===== config.mk =====
export PLATFORM = sky130hd
export DESIGN_NAME = yuv2rgb
export DESIGN_NICKNAME = d
export VERILOG_FILES = /design/src/rtl/jpeg_color_pkg.sv /design/src/rtl/yuv_clip8.sv /design/src/rtl/yuv2rgb.sv
export SDC_FILE = /design/constraint.sdc
export NUM_CORES = 1
export LEC_CHECK = 0
export BUFFER_PORTS_ARGS = -buffer_cell sky130_fd_sc_hd__buf_4
export CELL_PAD_IN_SITES_DETAIL_PLACEMENT = 2
export CELL_PAD_IN_SITES_GLOBAL_PLACEMENT = 2
export CORE_MARGIN = 3
export CORE_UTILIZATION = 37
export CTS_CLUSTER_SIZE = 28
export DETAILED_ROUTE_END_ITERATION = 16
export PLACE_DENSITY_LB_ADDON = 0.3
export SYNTH_ARGS = -nofsm -noshare
export SYNTH_HDL_FRONTEND = slang
export SYNTH_SLANG_ARGS = --single-unit
export TNS_END_PERCENT = 100

===== constraint.sdc =====
create_clock -name clk -period 4.4 [get_ports clk]
set_clock_uncertainty 0.2 [all_clocks]
set_input_delay 0.22 -clock clk [delete_from_list [all_inputs] [get_ports clk]]
set_output_delay 0.22 -clock clk [all_outputs]
set_load 0.02 [all_outputs]

===== src/rtl/jpeg_color_pkg.sv =====
// jpeg_color_pkg
// Shared colour-conversion constants for the JPEG datapath. Both the forward
// (RGB -> YCbCr) converter and the inverse (YCbCr -> RGB) converter take
// their coefficients from here so the two directions cannot drift apart.
//
// Contents:
//   FRAC_BITS_DEF  default fixed-point fraction bits (coefficients are x1024)
//   CRV/CGU/CGV/CBU inverse coefficients
//   FWD_*          forward coefficients, one row per output component
//   sum_t/prod_t   datapath types for the inverse pipeline
//   decode_y/sext8 helpers for the level-shifted byte format
package jpeg_color_pkg;

    localparam int FRAC_BITS_DEF = 10;

    // Inverse (YCbCr -> RGB) coefficients, x1024
    localparam int CRV = 1613;
    localparam int CGU = 192;
    localparam int CGV = 479;
    localparam int CBU = 1900;

    // Forward (RGB -> YCbCr) coefficients, x1024, magnitudes per row
    localparam int FWD_Y_R  = 218;
    localparam int FWD_Y_G  = 732;
    localparam int FWD_Y_B  = 74;
    localparam int FWD_CB_R = 117;
    localparam int FWD_CB_G = 395;
    localparam int FWD_CB_B = 512;
    localparam int FWD_CR_R = 512;
    localparam int FWD_CR_G = 465;
    localparam int FWD_CR_B = 47;

    // 21 bits signed holds every intermediate (-243200 .. ~+502k)
    localparam int SUM_W = 21;

    typedef logic signed [SUM_W-1:0] sum_t;

    // Stage-1 register contents: the shifted luma and the four products
    typedef struct packed {
        sum_t y_sh;
        sum_t crv_v;
        sum_t cgu_u;
        sum_t cgv_v;
        sum_t cbu_u;
    } prod_t;

    // Each forward row weights three components that sum to 1.0 (1024);
    // handy as an elaboration-time sanity check in the forward converter.
    function automatic int fwd_row_sum(input int row);
        case (row)
            0:       return FWD_Y_R + FWD_Y_G + FWD_Y_B;
            1:       return FWD_CB_R + FWD_CB_G + FWD_CB_B;
            default: return FWD_CR_R + FWD_CR_G + FWD_CR_B;
        endcase
    endfunction

    // Level-shifted luma byte back to unsigned 0..255: flip the MSB
    function automatic logic [7:0] decode_y(input logic [7:0] ys);
        return {~ys[7], ys[6:0]};
    endfunction

    // Sign-extend a two's-complement chroma byte to the datapath width
    function automatic sum_t sext8(input logic [7:0] b);
        return {{(SUM_W-8){b[7]}}, b};
    endfunction

endpackage


===== src/rtl/yuv_clip8.sv =====
// yuv_clip8
// Final scaling of one colour channel: arithmetic shift right by FRAC_BITS
// (floor), then clamp to 0..255. Purely combinational; the caller registers.
//
// Ports:
//   sum      in  21  signed fixed-point channel value (rounding already added)
//   pix      out 8   clamped unsigned channel value
//   clipped  out 1   high when the clamp changed the value
module yuv_clip8
    import jpeg_color_pkg::*;
#(
    parameter int FRAC_BITS = FRAC_BITS_DEF
) (
    input  sum_t       sum,
    output logic [7:0] pix,
    output logic       clipped
);

    sum_t shifted;

    assign shifted = sum >>> FRAC_BITS;

    always_comb begin
        pix     = shifted[7:0];
        clipped = 1'b0;
        if (shifted < 0) begin
            pix     = 8'h00;
            clipped = 1'b1;
        end else if (shifted > sum_t'(255)) begin
            pix     = 8'hFF;
            clipped = 1'b1;
        end
    end

endmodule


===== src/rtl/yuv2rgb.sv =====
// yuv2rgb
// Inverse colour-space converter: level-shifted BT.709 full-range YCbCr
// (JPEG encoder internal format) to 8-bit RGB. Three pipeline stages with a
// valid/ready handshake on both sides and a saturating count of clipped
// output components.
//
//   stage 1: decode bytes, register Y<<10 and the four coefficient products
//   stage 2: register the three rounded 21-bit signed channel sums
//   stage 3: shift/clamp each channel, register into pixel_data_out
//
// Ports:
//   clk              in   1      clock
//   rst              in   1      synchronous reset, active high
//   pixel_data_in    in   24     {Ys, Us, Vs}, each byte component-128
//   pixel_in_valid   in   1      input pixel valid
//   pixel_in_ready   out  1      block accepts a pixel this cycle
//   pixel_data_out   out  24     {R, G, B}
//   pixel_out_valid  out  1      output pixel valid
//   pixel_out_ready  in   1      downstream accepts the output pixel
//   clip_cnt_clr     in   1      synchronous clear of clip_cnt
//   clip_cnt         out  CNT_W  saturating count of clipped components
module yuv2rgb
    import jpeg_color_pkg::*;
#(
    // The coefficients are fixed at x1024; FRAC_BITS only sets the shift
    // and rounding constant, so leave it at 10 unless they are rescaled.
    parameter int FRAC_BITS = FRAC_BITS_DEF,
    parameter int CNT_W     = 16
) (
    input  logic             clk,
    input  logic             rst,
    input  logic [23:0]      pixel_data_in,
    input  logic             pixel_in_valid,
    output logic             pixel_in_ready,
    output logic [23:0]      pixel_data_out,
    output logic             pixel_out_valid,
    input  logic             pixel_out_ready,
    input  logic             clip_cnt_clr,
    output logic [CNT_W-1:0] clip_cnt
);

    localparam sum_t CRV_S = sum_t'(CRV);
    localparam sum_t CGU_S = sum_t'(CGU);
    localparam sum_t CGV_S = sum_t'(CGV);
    localparam sum_t CBU_S = sum_t'(CBU);
    localparam sum_t RND   = sum_t'(1 << (FRAC_BITS - 1));

    // ------------------------------------------------------------------
    // Handshake: a stage advances when empty or when its successor does
    // ------------------------------------------------------------------
    logic v1_reg, v2_reg, v3_reg;
    logic adv1, adv2, adv3;
    logic xfer_in, xfer12, xfer23;

    assign adv3 = ~v3_reg | pixel_out_ready;
    assign adv2 = ~v2_reg | adv3;
    assign adv1 = ~v1_reg | adv2;

    assign pixel_in_ready = adv1;

    assign xfer_in = pixel_in_valid & adv1;
    assign xfer12  = v1_reg & adv2;
    assign xfer23  = v2_reg & adv3;

    always_ff @(posedge clk) begin
        if (rst) begin
            v1_reg <= 1'b0;
            v2_reg <= 1'b0;
            v3_reg <= 1'b0;
        end else begin
            // A stage that advances takes whatever its predecessor holds,
            // including a bubble, which is how bubbles collapse on a stall.
            if (adv1) v1_reg <= pixel_in_valid;
            if (adv2) v2_reg <= v1_reg;
            if (adv3) v3_reg <= v2_reg;
        end
    end

    // ------------------------------------------------------------------
    // Stage 1: decode and multiply
    // ------------------------------------------------------------------
    logic [7:0] y_u;
    sum_t       y_ext, u_s, v_s;
    prod_t      prod_next, prod_reg;

    always_comb begin
        y_u   = decode_y(pixel_data_in[23:16]);
        y_ext = {{(SUM_W-8){1'b0}}, y_u};
        u_s   = sext8(pixel_data_in[15:8]);
        v_s   = sext8(pixel_data_in[7:0]);

        prod_next.y_sh  = y_ext << FRAC_BITS;
        prod_next.crv_v = v_s * CRV_S;
        prod_next.cgu_u = u_s * CGU_S;
        prod_next.cgv_v = v_s * CGV_S;
        prod_next.cbu_u = u_s * CBU_S;
    end

    // Datapath registers carry no reset: their contents are qualified by
    // the stage valids, which are reset.
    always_ff @(posedge clk) begin
        if (xfer_in) prod_reg <= prod_next;
    end

    // ------------------------------------------------------------------
    // Stage 2: rounded channel sums, index 0=R, 1=G, 2=B
    // ------------------------------------------------------------------
    sum_t sum_next [3];
    sum_t sum_reg  [3];

    always_comb begin
        sum_next[0] = prod_reg.y_sh + prod_reg.crv_v + RND;
        sum_next[1] = prod_reg.y_sh - prod_reg.cgu_u - prod_reg.cgv_v + RND;
        sum_next[2] = prod_reg.y_sh + prod_reg.cbu_u + RND;
    end

    generate
        for (genvar gi = 0; gi < 3; gi++) begin : g_sum
            always_ff @(posedge clk) begin
                if (xfer12) sum_reg[gi] <= sum_next[gi];
            end
        end
    endgenerate

    // ------------------------------------------------------------------
    // Stage 3: shift, clamp, register output
    // ------------------------------------------------------------------
    logic [7:0] ch_pix  [3];
    logic       ch_clip [3];

    generate
        for (genvar gi = 0; gi < 3; gi++) begin : g_clip
            yuv_clip8 #(
                .FRAC_BITS (FRAC_BITS)
            ) u_clip (
                .sum     (sum_reg[gi]),
                .pix     (ch_pix[gi]),
                .clipped (ch_clip[gi])
            );
        end
    endgenerate

    logic [23:0] data_out_reg;

    always_ff @(posedge clk) begin
        if (rst) begin
            data_out_reg <= 24'h0;
        end else if (xfer23) begin
            data_out_reg <= {ch_pix[0], ch_pix[1], ch_pix[2]};
        end
    end

    assign pixel_data_out  = data_out_reg;
    assign pixel_out_valid = v3_reg;

    // ------------------------------------------------------------------
    // Clip counter: counted as each pixel moves into stage 3
    // ------------------------------------------------------------------
    logic [1:0]       n_clip;
    logic [CNT_W:0]   cnt_sum;
    logic [CNT_W-1:0] clip_cnt_reg, clip_cnt_next;

    always_comb begin
        n_clip  = {1'b0, ch_clip[0]} + {1'b0, ch_clip[1]} + {1'b0, ch_clip[2]};
        // One spare bit catches the carry so saturation is a single test
        cnt_sum = {1'b0, clip_cnt_reg} + {{(CNT_W-1){1'b0}}, n_clip};
        clip_cnt_next = clip_cnt_reg;
        if (clip_cnt_clr) begin
            clip_cnt_next = '0;
        end else if (xfer23) begin
            clip_cnt_next = cnt_sum[CNT_W] ? '1 : cnt_sum[CNT_W-1:0];
        end
    end

    always_ff @(posedge clk) begin
        if (rst) clip_cnt_reg <= '0;
        else     clip_cnt_reg <= clip_cnt_next;
    end

    assign clip_cnt = clip_cnt_reg;

endmodule


==> flow_metrics.env <==
export IMPL_run_status="completed"
export IMPL_synthesis_area_per_instance_um2=10.1
export IMPL_tritoncts="done"
export IMPL_initial_antenna_violation_count=0
export IMPL_synth_cell_area_um2=11100
export IMPL_vias_per_cell=5.05
export IMPL_root_buffer_cell="clkbuf_16"
export IMPL_insertion_delay_ns=0.43
export IMPL_tot_gr_track_use=0.194
export IMPL_number_of_inserted_filler_cells_in_the_final_layout=3121
export IMPL_drt_wl_total_mm=29.6
export IMPL_post_synth_inst_count=1099
export IMPL_hold_vio_cnt_final=0
export IMPL_post_cts_setup_buffer_count=0
export IMPL_post_cts_resize_count=0
export IMPL_n_diodes=0
export IMPL_final_setup_viol_count=0
export IMPL_sequential_element_share_of_the_synthesized_area=0.326
export IMPL_h_tree_lvl_count=4
export IMPL_yosys_register_bits=135
export IMPL_critical_path_max_stage_delay_ns=0.54
export IMPL_synth_xor_xnor_area_share=0.0552
export IMPL_syn_nets=1385
export IMPL_critical_path_slowest_cell="fa_1"
export IMPL_port_buffers=70
export IMPL_worst_path_max_fanout=4
export IMPL_ff_latch_area_um2=3620
export IMPL_chipHeight_um=179
export IMPL_critical_path_arrival_ns=4.15
export IMPL_async_flop_share=0
export IMPL_multi_input_area_um2=6750
export IMPL_irDropWorstVdd_mv=0.347
export IMPL_route_detailed_wl_per_inst_um=18.3
export IMPL_place_congestion=0.800
export IMPL_grt_ovfl_total=0
export IMPL_grt_first_pass_wirelength_mm=48.6
export IMPL_pin_count=71
export IMPL_final_core_utilization=0.449
export IMPL_core_area_um2=29200
export IMPL_placed_cells_incl_taps=1571
export IMPL_drt_first_pass_iters=4
export IMPL_cts_hold_fix_buffers=14
export IMPL_syn_to_final_growth_pct=17.9
export IMPL_ys_warn_count=0
export IMPL_synthAdderAreaFrac=0.339
export IMPL_cts_buffers=17
export IMPL_min_period_ns=4.18
export IMPL_number_of_global_route_vias_before_repair=9369
export IMPL_final_antenna_net_count=0
export IMPL_post_route_insts_no_fill=1617
export IMPL_cellLeakagePower_nw=6.18
export IMPL_maxSlewViolCount=0
export IMPL_synth_enable_flop_cells=92
export IMPL_cts_sinks=135
export IMPL_largest_register_ffs=59
export IMPL_detailroute_via_count=8170
export IMPL_power_density_nw_per_um2=569
export IMPL_start_util=0.381
export IMPL_post_route_cells_drive_above_1_share=0.128
export IMPL_critical_path_cell_chain="buf_4, fa_1, fa_1, inv_1, fa_1, fa_1, inv_1, ha_1, nand3_1, or3_1, a31oi_1, o2111ai_2, a31oi_2, a221oi_1, xnor2_1"
export IMPL_worst_setup_path_end_kind="flop"
export IMPL_floorplan_die_area_um2=32100
export IMPL_period_share=0.949
export IMPL_clock_tree_buffer_depth=2
export IMPL_cts_reportedPaths_clkPinSlew_ns=0.06
export IMPL_die_w_um=179
export IMPL_max_cap_violations=0
export IMPL_place_ws_ns=-0.196
export IMPL_path_class="input port to flop"
export IMPL_rsz0062_at_grt="no"
export IMPL_setup_tns_final_ns=0
export IMPL_post_synth_and_or_nand_nor_area_fraction=0.110
export IMPL_fmax_achieved_ghz=0.239
export IMPL_critPathRequiredTime_ns=4.37
export IMPL_place_hpwl_mm=23.7
export IMPL_synthDistinctLibCells=58
export IMPL_min_path_type="input port to flop"
export IMPL_nets_finish=1506
export IMPL_synth_compound_area_frac=0.0982
export IMPL_total_power_w=0.00745
export IMPL_rows=62
export IMPL_crit_path_frequent_cell="fa_1"
export IMPL_pin_count_of_the_biggest_net_entering_global_routing=51
export IMPL_synth_top_family_by_area="adder cells"
export IMPL_timing_worst_slew_pin_value_ns=1.03
export IMPL_synthMuxAreaShare=0.00293
export IMPL_timing_critical_path_from_type="input port"
export IMPL_synth_top_flop_cell="edfxtp_1"
export IMPL_drt_iter0_drc=296
export IMPL_slew_headroom=0.311
export IMPL_final_setup_worst_slack_ns=0.224
export IMPL_drc=0
==> layer usage <==
layer,GRT usage,routed length [um],vias to the layer above
met5,0,0,-
met4,0.0493,471,0
met3,0.0246,685,25
met2,0.371,15800,103
met1,0.228,12700,4108
li1,-,-,3934
==> layout by cell type (no fill, tap or decap), types with 7 or more instances in the layout <==
cell type / Yosys / layout
o21ai_0: 19 / 19
nor2_1: 107 / 107
nor3_1: 31 / 31
xnor2_1: 48 / 48
a21o_1: 20 / 20
nand2_1: 42 / 42
fa_1: 73 / 73
dlygate4sd3_1: 0 / 14
clkbuf_16: 0 / 19
edfxtp_1: 92 / 92
or2_2: 7 / 7
nand2b_1: 11 / 10
and3_1: 7 / 7
inv_1: 183 / 183
a21oi_1: 78 / 78
buf_4: 0 / 108
nand3_1: 16 / 16
ha_1: 184 / 184
xor2_1: 22 / 22
dfxtp_1: 43 / 43
nor2b_1: 14 / 14
o21bai_1: 8 / 8
==> critical path: cells and delay by family <==
| family | cells | cell delay [ns] |
|---|---|---|
| fa+ha+maj | 5 | 2.24 |
| compound gates | 4 | 0.89 |
| simple gates | 2 | 0.43 |
| buf+inv | 3 | 0.23 |
| xor+xnor | 1 | 0.13 |
==> cells in the mapped netlist (2+ instances only) <==
library cell    n  area (um2)
ha_1          184        2300
inv_1         183         687
nor2_1        107         402
edfxtp_1       92        2760
a21oi_1        78         390
fa_1           73        1460
xnor2_1        48         420
dfxtp_1        43         861
nand2_1        42         158
nor3_1         31         155
xor2_1         22         193
a21o_1         20         150
o21ai_0        19        95.1
clkbuf_1       16        60.1
nand3_1        16        80.1
nor2b_1        14        87.6
nand2b_1       11        68.8
o21bai_1        8        60.1
a31oi_1         7        43.8
and3_1          7        43.8
or2_2           7        43.8
a211oi_1        6        45.0
o21a_1          5        37.5
or3_1           5        31.3
a21boi_0        4        30.0
a221oi_1        3        26.3
and2_1          3        18.8
buf_1           3        11.3
nand3b_1        3        22.5
nand4_1         3        18.8
nor3b_1         3        22.5
o211ai_1        3        22.5
o21ai_1         3        15.0
nor4_1          2        12.5
o31ai_1         2        15.0
==> path summary, 6_finish.rpt <==
path,cells after the start,end,slack (ns),from
worst max-delay path,15,prod_reg[19],0.22,pixel_data_in[8]
worst max register to register,9,sum_reg[0][40],0.72,prod_reg[95]
worst min register to register,2,pixel_data_out[16],0.29,pixel_data_out[16]
worst min-delay path,3,clip_cnt[4],0.09,clip_cnt_clr
==> cells by family after synthesis <==
| logic type | Yosys count |
|---|---|
| flip-flops | 135 |
| buffers and inverters | 203 |
| adder cells (fa/ha/maj) | 257 |
| AND/OR/NAND/NOR | 260 |
| multiplexers | 3 |
| XOR/XNOR | 70 |
| AO/OA/AOI/OAI | 171 |
==> report_power, final <==
group | leakage [nW] | switching [W] | internal, W
Sequential | 1.24 | 0.000130 | 0.00188
Combinational | 4.64 | 0.00228 | 0.00169
Clock | 0.303 | 0.000579 | 0.000885
Total | 6.18 | 0.00298 | 0.00446
==> cell type report <==
cell class,count,area share
clock buffers,22,0.0387
clock inverters,10,0.00764
inverters,183,0.0525
multi-input cells,761,0.515
flip-flops and latches,135,0.277
well taps,384,0.0367
repair buffers,122,0.0726
==> per-stage QoR <==
stage | cell area (um2) | hold slack [ns]
6_report | 13100 | 0.0853
5_1_grt | 13100 | 0.0891
4_1_cts | 13100 | 0.0542
3_5_place_dp | 12300 | 0.201
3_3_place_gp | 12300 | 0.200
2_1_floorplan | 11100 | 0.119
No activity file was read; power rests on OpenSTA's default activity.
